File: config.mk
export PLATFORM = sky130hd
export DESIGN_NAME = iram_controller_flat
export DESIGN_NICKNAME = d
export VERILOG_FILES = /design/src/rtl/iram_controller_if.sv /design/src/rtl/iram_controller.sv /design/src/flat_wrapper.sv
export SDC_FILE = /design/constraint.sdc
export NUM_CORES = 1
export LEC_CHECK = 0
export ABC_AREA = 1
export CAP_MARGIN = 5
export CORE_MARGIN = 10
export CORE_UTILIZATION = 45
export DETAILED_ROUTE_END_ITERATION = 8
export GPL_TIMING_DRIVEN = 0
export PLACE_DENSITY = 0.85
export SYNTH_ARGS = -nofsm -noshare
export SYNTH_HDL_FRONTEND = slang
export SYNTH_SLANG_ARGS = --single-unit
File: constraint.sdc
create_clock -name clk -period 3.1 [get_ports clk]
set_clock_uncertainty 0.05 [all_clocks]
set_input_delay 0.62 -clock clk [delete_from_list [all_inputs] [get_ports clk]]
set_output_delay 0.62 -clock clk [all_outputs]
set_load 0.01 [all_outputs]
File: src/rtl/iram_controller_if.sv
// Instruction-fetch miss interface between the fetch unit, the miss
// controller and the synchronous-read instruction RAM backend.
// The master modport is the environment (fetch unit plus RAM).
// The slave modport is the controller that answers the miss.
interface iram_controller_if #(
  parameter int PC_SIZE    = 32,
  parameter int WORD_SIZE  = 32,
  parameter int LINE_WORDS = 4
);
  localparam int OFF_W = $clog2(LINE_WORDS);

  logic                 miss_cache;
  logic [PC_SIZE-1:0]   ram_address;
  logic [WORD_SIZE-1:0] mem_word;
  logic                 word_ready;
  logic [OFF_W-1:0]     word_idx;
  logic                 line_done;
  logic                 busy;
  logic                 ram_rd_en;
  logic [PC_SIZE-3:0]   ram_rd_addr;
  logic [WORD_SIZE-1:0] ram_rd_data;

  modport master (
    output miss_cache, ram_address, ram_rd_data,
    input  mem_word, word_ready, word_idx, line_done, busy,
    input  ram_rd_en, ram_rd_addr
  );

  modport slave (
    input  miss_cache, ram_address, ram_rd_data,
    output mem_word, word_ready, word_idx, line_done, busy,
    output ram_rd_en, ram_rd_addr
  );
endinterface

File: src/rtl/iram_controller.sv
// Instruction RAM miss controller. It accepts a fetch miss and issues one
// backend read per cycle for the whole cache line. It then returns the
// words back-to-back, one per word_ready pulse.
// Optional macro IRAM_CRITICAL_WORD_FIRST_EN: when defined, the line is
// fetched starting at the missing word and wraps within the line.
module iram_controller #(
  parameter int PC_SIZE    = 32,
  parameter int WORD_SIZE  = 32,
  parameter int LINE_WORDS = 4,
  parameter int RD_LATENCY = 2
) (
  input logic               clk,
  input logic               rst,
  iram_controller_if.slave  bus
);
  localparam int OFF_W = $clog2(LINE_WORDS);
  localparam int WA_W  = PC_SIZE - 2;
  localparam int TAG_W = WA_W - OFF_W;
  localparam int CNT_W = OFF_W + 1;

  typedef enum logic [1:0] {IDLE, ISSUE, DRAIN, DONE} state_t;

  state_t               state, state_nxt;
  logic [TAG_W-1:0]     line_tag;
  logic [OFF_W-1:0]     req_off;
  logic [OFF_W-1:0]     issue_cnt;
  logic [OFF_W-1:0]     issue_off;
  logic [CNT_W-1:0]     ret_cnt;
  logic                 rd_en;
  logic                 accept;
  logic                 ret_all;
  logic [RD_LATENCY-1:0] vld_pipe;
  logic [OFF_W-1:0]     off_pipe [RD_LATENCY];
  logic [WORD_SIZE-1:0] mem_word_q;
  logic [OFF_W-1:0]     word_idx_q;
  logic                 word_ready_q;
  logic                 line_done_q;

  assign accept  = (state == IDLE) && bus.miss_cache;
  assign ret_all = (ret_cnt == CNT_W'(LINE_WORDS));

`ifdef IRAM_CRITICAL_WORD_FIRST_EN
  assign issue_off = issue_cnt + req_off;
`else
  assign issue_off = issue_cnt;
`endif

  assign bus.ram_rd_en   = rd_en;
  assign bus.ram_rd_addr = rd_en ? {line_tag, issue_off} : '0;
  assign bus.busy        = (state != IDLE);
  assign bus.mem_word    = mem_word_q;
  assign bus.word_idx    = word_idx_q;
  assign bus.word_ready  = word_ready_q;
  assign bus.line_done   = line_done_q;

  // Next-state decode; a miss still held in DONE is stale and only waits for release
  always_comb begin
    state_nxt = state;
    rd_en     = 1'b0;
    case (state)
      IDLE:  if (bus.miss_cache) state_nxt = ISSUE;
      ISSUE: begin
        rd_en = 1'b1;
        if (issue_cnt == OFF_W'(LINE_WORDS - 1))
          state_nxt = ret_all ? DONE : DRAIN;
      end
      DRAIN: if (ret_all) state_nxt = DONE;
      DONE:  if (!bus.miss_cache) state_nxt = IDLE;
      default: state_nxt = IDLE;
    endcase
  end

  // State register, request latch and issue counter
  always_ff @(posedge clk) begin
    if (rst) begin
      state     <= IDLE;
      line_tag  <= '0;
      req_off   <= '0;
      issue_cnt <= '0;
    end else begin
      state <= state_nxt;
      if (accept) begin
        line_tag  <= bus.ram_address[PC_SIZE-1:2+OFF_W];
        req_off   <= bus.ram_address[2+OFF_W-1:2];
        issue_cnt <= '0;
      end else if (rd_en) begin
        issue_cnt <= issue_cnt + 1'b1;
      end
    end
  end

  // In-flight tracking and return register; clearing the pipe on reset drops late data
  always_ff @(posedge clk) begin
    if (rst) begin
      vld_pipe     <= '0;
      for (int i = 0; i < RD_LATENCY; i++) off_pipe[i] <= '0;
      mem_word_q   <= '0;
      word_idx_q   <= '0;
      word_ready_q <= 1'b0;
      line_done_q  <= 1'b0;
      ret_cnt      <= '0;
    end else begin
      vld_pipe[0] <= rd_en;
      off_pipe[0] <= issue_off;
      for (int i = 1; i < RD_LATENCY; i++) begin
        vld_pipe[i] <= vld_pipe[i-1];
        off_pipe[i] <= off_pipe[i-1];
      end
      word_ready_q <= vld_pipe[RD_LATENCY-1];
      line_done_q  <= vld_pipe[RD_LATENCY-1] &&
                      (ret_cnt == CNT_W'(LINE_WORDS - 1));
      if (vld_pipe[RD_LATENCY-1]) begin
        mem_word_q <= bus.ram_rd_data;
        word_idx_q <= off_pipe[RD_LATENCY-1];
        ret_cnt    <= ret_cnt + 1'b1;
      end else if (state == IDLE) begin
        ret_cnt <= '0;
      end
    end
  end
endmodule

File: src/flat_wrapper.sv
// flat-port wrapper written by rule: the top's interface ports become plain ports
module iram_controller_flat 
#(
  parameter int PC_SIZE    = 32,
  parameter int WORD_SIZE  = 32,
  parameter int LINE_WORDS = 4,
  parameter int RD_LATENCY = 2
)
  (clk, rst, bus_miss_cache, bus_ram_address, bus_ram_rd_data, bus_mem_word, bus_word_ready, bus_word_idx, bus_line_done, bus_busy, bus_ram_rd_en, bus_ram_rd_addr);
  iram_controller_if #(.PC_SIZE(PC_SIZE), .WORD_SIZE(WORD_SIZE), .LINE_WORDS(LINE_WORDS)) bus_i ();
  input logic clk;
  input logic rst;
  input wire logic [$bits(bus_i.miss_cache)-1:0] bus_miss_cache;
  input wire logic [$bits(bus_i.ram_address)-1:0] bus_ram_address;
  input wire logic [$bits(bus_i.ram_rd_data)-1:0] bus_ram_rd_data;
  output wire logic [$bits(bus_i.mem_word)-1:0] bus_mem_word;
  output wire logic [$bits(bus_i.word_ready)-1:0] bus_word_ready;
  output wire logic [$bits(bus_i.word_idx)-1:0] bus_word_idx;
  output wire logic [$bits(bus_i.line_done)-1:0] bus_line_done;
  output wire logic [$bits(bus_i.busy)-1:0] bus_busy;
  output wire logic [$bits(bus_i.ram_rd_en)-1:0] bus_ram_rd_en;
  output wire logic [$bits(bus_i.ram_rd_addr)-1:0] bus_ram_rd_addr;
  assign bus_i.miss_cache = bus_miss_cache;
  assign bus_i.ram_address = bus_ram_address;
  assign bus_i.ram_rd_data = bus_ram_rd_data;
  assign bus_mem_word = bus_i.mem_word;
  assign bus_word_ready = bus_i.word_ready;
  assign bus_word_idx = bus_i.word_idx;
  assign bus_line_done = bus_i.line_done;
  assign bus_busy = bus_i.busy;
  assign bus_ram_rd_en = bus_i.ram_rd_en;
  assign bus_ram_rd_addr = bus_i.ram_rd_addr;
  iram_controller #(.PC_SIZE(PC_SIZE), .WORD_SIZE(WORD_SIZE), .LINE_WORDS(LINE_WORDS), .RD_LATENCY(RD_LATENCY)) u_core (.clk(clk), .rst(rst), .bus(bus_i));
endmodule
# Word level (Yosys, flattened, before mapping)
# Memory sizes are Yosys's and may differ from the RTL's. A register that Yosys moved wholly into a read port is not among the register bits.
# Index checks and enable logic that the tools add are counted.
# op_classes
mux,15
addsub,2
n_bitwise,2
n_reduce_logical,7
n_eq_ne,10
# op_table
cell,count
two-way mux 30 bit,1
two-way mux 2 bit,6
one-hot mux 2 bit (4 select lines),1
== test 2 bit (second input constant),3
two-way mux 3 bit,2
two-way mux 1 bit,5
inequality test 2 x 1 -> 1 bit (second input constant),2
inequality test 2 bit (second input constant),2
AND reduction 4 bit,1
nonzero test 2 bit,2
adder 3 x 1 -> 3 bit (second input constant),1
== test 3 x 2 -> 1 bit (second input constant),1
== test 3 bit (second input constant),1
adder 2 x 1 -> 2 bit (second input constant),1
== test 2 x 1 -> 1 bit (second input constant),1
logical AND 1 bit,2
zero test 2 bit,1
OR 1 bit,2
OR reduction 2 bit,1
# totals
elab_cells,45
output_inout_bits,68
reg_bits,71
ram_bits,4
n_memories,1
# mem_list
memory,words,width,rd,rd_clocked_by_memory_dff,wr,line_no,text
u_core.off_pipe,2,2,2,1,2,iram_controller.sv:33,logic [OFF_W-1:0] off_pipe [RD_LATENCY];

# Logic depth before layout (Yosys ltp)
# Gate-level depths: netlist of the first run.
# depth
depth_word,4
depth_mapped,8
ltp_nobuf,8

# Worst setup path after synthesis of the first run
# No wires, ideal clock.
# synth_timing
path_type,register to output
from,register u_core.state[1]
to,output bus_ram_rd_addr[21]
setup_slack_ns,1.337
arrival_time_ns,1.093
path_buffers,2
path_stages_with_launch,7
cell_sequence,dfxtp_1 inv_1 ha_1 buf_2 buf_2 nand2_1 inv_1
# synth_via
elab_chain_len,3
# synth_lines
element,line_no,text
start: declaration,iram_controller.sv:23,"state_t state, state_nxt;"
start signal: assignment,iram_controller.sv:81,state <= state_nxt;
== test 2 x 1 -> 1 bit,iram_controller.sv:60,case (state)
two-way mux 1 bit,iram_controller.sv:60,
net bus_ram_rd_en,flat_wrapper.sv:21,output wire logic [$bits(bus_i.ram_rd_en)-1:0] bus_ram_rd_en;
two-way mux 30 bit,iram_controller.sv:49,"assign bus.ram_rd_addr = rd_en ? {line_tag, issue_off} : '0;"
end: declaration,flat_wrapper.sv:22,output wire logic [$bits(bus_i.ram_rd_addr)-1:0] bus_ram_rd_addr;
# The timed path passes the listed nets, and every way through them passes these cells.

# Worst setup path after layout of the first run
# layout_timing
from,register u_core.state[1]
to,output bus_ram_rd_addr[18]
# layout_via
elab_chain_len,3
# layout_lines
element,line_no
== test 2 x 1 -> 1 bit,iram_controller.sv:60
two-way mux 1 bit,iram_controller.sv:60
two-way mux 30 bit,iram_controller.sv:49
# Every way passes these cells.

==> results of run 1 <==
path summary, 6_finish.rpt:
| path | to | from |
|---|---|---|
| worst max-delay path | bus_ram_rd_addr[18] | u_core.state[1] |
| worst min-delay path | u_core.vld_pipe[1] | u_core.vld_pipe[0] |
| worst max register to register | u_core.issue_cnt[0] | u_core.state[0] |
| worst min register to register | u_core.vld_pipe[1] | u_core.vld_pipe[0] |
stage by stage:
step                cell area, um^2  total power, mW  hold slack (ps)  cells  worst slack (ps)
global placement               4460             2.14              347    626               743
floorplan                      3060             1.76              338    416              1340
detailed placement             4460             2.18              350    626               726
global route                   4650             3.06              376    640               178
finish                         4650             2.89              355    640               367
CTS                            4650             2.91              352    640               352
cells in the mapped netlist (all sizes together):
cell type  number
nand2          46
nand3           2
o21ai          64
a211oi          1
ha              8
buf            16
nor2          140
clkbuf          8
nand4           1
nor3            1
dfxtp          77
inv            48
a32o            1
a21oi           3
logic make-up after synthesis:
logic type | count (synthesis) | share of synthesized area, %
compound gates | 69 | 11.8
fa+ha+maj | 8 | 3.27
buf+inv | 72 | 11.1
flops | 77 | 50.3
simple gates | 190 | 23.6
worst min-delay path: cells and delay by family (launching register included):
kind,cells,cell delay [ps]
DFF,1,300
buffers and inverters,1,40
and+or+nand+nor,1,30
final cells by class:
| cell class | count | area share, % |
|---|---|---|
| timing repair buffer | 130 | 28.0 |
| sequential | 77 | 33.1 |
| inverter | 48 | 3.93 |
| clock buffer | 10 | 2.96 |
| buffer | 24 | 3.36 |
| multi-input combinational | 267 | 25.4 |
| clock inverter | 4 | 1.05 |
| tap | 80 | 2.15 |
flip-flops by register name, summed over array words and instances (netlist names):
name	flops
u_core.off_pipe	4
u_core.ret_cnt	3
u_core.state	2
u_core.bus.mem_word	32
u_core.line_tag	28
u_core.vld_pipe	2
u_core.bus.line_done	1
u_core.bus.word_idx	2
u_core.issue_cnt	2
u_core.bus.word_ready	1
power breakdown:
part / internal, mW / total [mW] / leakage, nW / switching [mW]
Clock: 0.385 / 0.742 / 0.0984 / 0.357
Sequential: 1.16 / 1.25 / 0.629 / 0.0910
Combinational: 0.433 / 0.896 / 1.44 / 0.463
Total: 1.98 / 2.89 / 2.17 / 0.910
placed cells by master (no fill, tap or decap), types with 2 or more instances in the layout:
cell type	n
a21oi_1	3
buf_2	7
buf_4	5
buf_6	3
clkbuf_1	4
clkbuf_2	4
clkbuf_8	10
clkdlybuf4s50_1	130
clkinv_2	2
dfxtp_1	77
ha_1	8
inv_1	45
inv_2	2
nand2_1	45
nand3_1	2
nor2_1	140
o21ai_0	54
o21ai_1	8
o21ai_2	2
routing by layer:
| layer | routed length [um] | vias up | track usage [%] | share of wire, % |
|---|---|---|---|---|
| li1 | - | 1546 | - | - |
| met1 | 3590 | 1358 | 17.9 | 40 |
| met2 | 3840 | 131 | 25.0 | 43 |
| met3 | 1330 | 11 | 10.4 | 15 |
| met4 | 129 | 0 | 6.07 | 1.5 |
| met5 | 0 | - | 0 | 0 |
==> impl_metrics.toml, run 1 <==
[run_status]
status = "finished clean"

[sta]
finalHoldViolations = 0
tns_ps = 0
worstMarginPinSlew_ps = 417
slew_headroom_pct = 72.2
achievable-frequency_ghz = 0.366
final_max_slew_viol_count = 0
setup_viol = 0
finalCritPeriodShare_pct = 88.2
rsz0062_at_grt = "false"
period_minus_slack_ps = 2730

[grt]
grt_pass1_vias = 3008
grt_pass1_wl_mm = 13.7
overflow = 0
grt_usage_pct = 16.3
antenna_found_initial = 0
grt_max_degree = 13

[drt]
viasPerCell = 4.76
drtAntennaViolNets = 0
via_count = 3046
initialDrtViolationCount = 82
wl_per_cell_um = 13.9
drc = 0
first_pass_iters = 4
wirelength_mm = 8.89

[clocking]
h-tree-depth = 3
path_clk_slew_ps = 80
cts_resized = 0
cts_tree = "yes"
cts.sinks = 77
clock_latency_ps = 340
cts_made_buffers = 9
ctsLongestPathBuffers = 2
clock_tree.root_cell = "clkbuf_8"
postCtsHoldBufs = 0
cts_setup_buffers = 0

[setup_path]
crit_buf_inv = 5
rr_worst_depth = 6
crit_required_ps = 2430
arrival_ps = 2060
max_stage_delay_ps = 540
critical-path-top-delay-family = "buffers and inverters"
r2r_slack_ps = 1610
start_kind = "register"
cp_cell_sequence = "inv_1 -> ha_1 -> buf_2 -> buf_2 -> nand2_1 -> inv_1 -> clkdlybuf4s50_1"
slowest_stage = "clkdlybuf4s50_1"
cp_num_cells = 7
critPathKind = "reg -> out"
worst_setup_path_end_kind = "primary output"
crit_path_max_fanout = 10

[placed_design]
dp_hpwl_mm = 6.94
routabilityCongestion = 0.830
port_buffers = 130

[hold_path]
hp-class = "reg -> reg"
min_path_cells = 2

[die]
dieArea_mm2 = 0.0105
rows = 30
floorplan.initialDensity_pct = 45.6
core_mm2 = 0.00672
die_h_um = 103
ioPinCount = 135
die_w_um = 103

[power_and_ir_drop]
leakage_nw = 2.17
cellPowerDensity_mw_per_mm2 = 621
vdd_drop_max_mv = 0.360

[cells_and_area]
synthToLayoutAreaGrowth_pct = 51.8
final.fill_count = 573
regArea_mm2 = 0.00154
utilization_pct = 69.2
fin_nets = 632
diodes = 0
drive_above_1_share_pct = 7.14
multi_input_area_mm2 = 0.00118

[synth]
syn_area_mm2 = 0.00306
synthCells = 416
yosysSeqAreaShare_pct = 50.3
synth_top_area_share_pct = 50.3
yosysWarningCount = 0
syn_nets = 491
netlist_top_cells_area = "dfxtp_1, nor2_1, o21ai_0"
ys_seq_elements = 77
yosys.area.top_type = "dfxtp_1"
ys_types = 23
synth_area_per_cell_um2 = 7.36

[job]
cap_violations = 0
(Power assumes the default switching activity.)
==> run 2, diff against run 1 <==
- GPL_ROUTABILITY_DRIVEN: default -> 1
==> results of run 2 <==
Same layout as run 1: the final DEF is identical, and so are final timing and power.
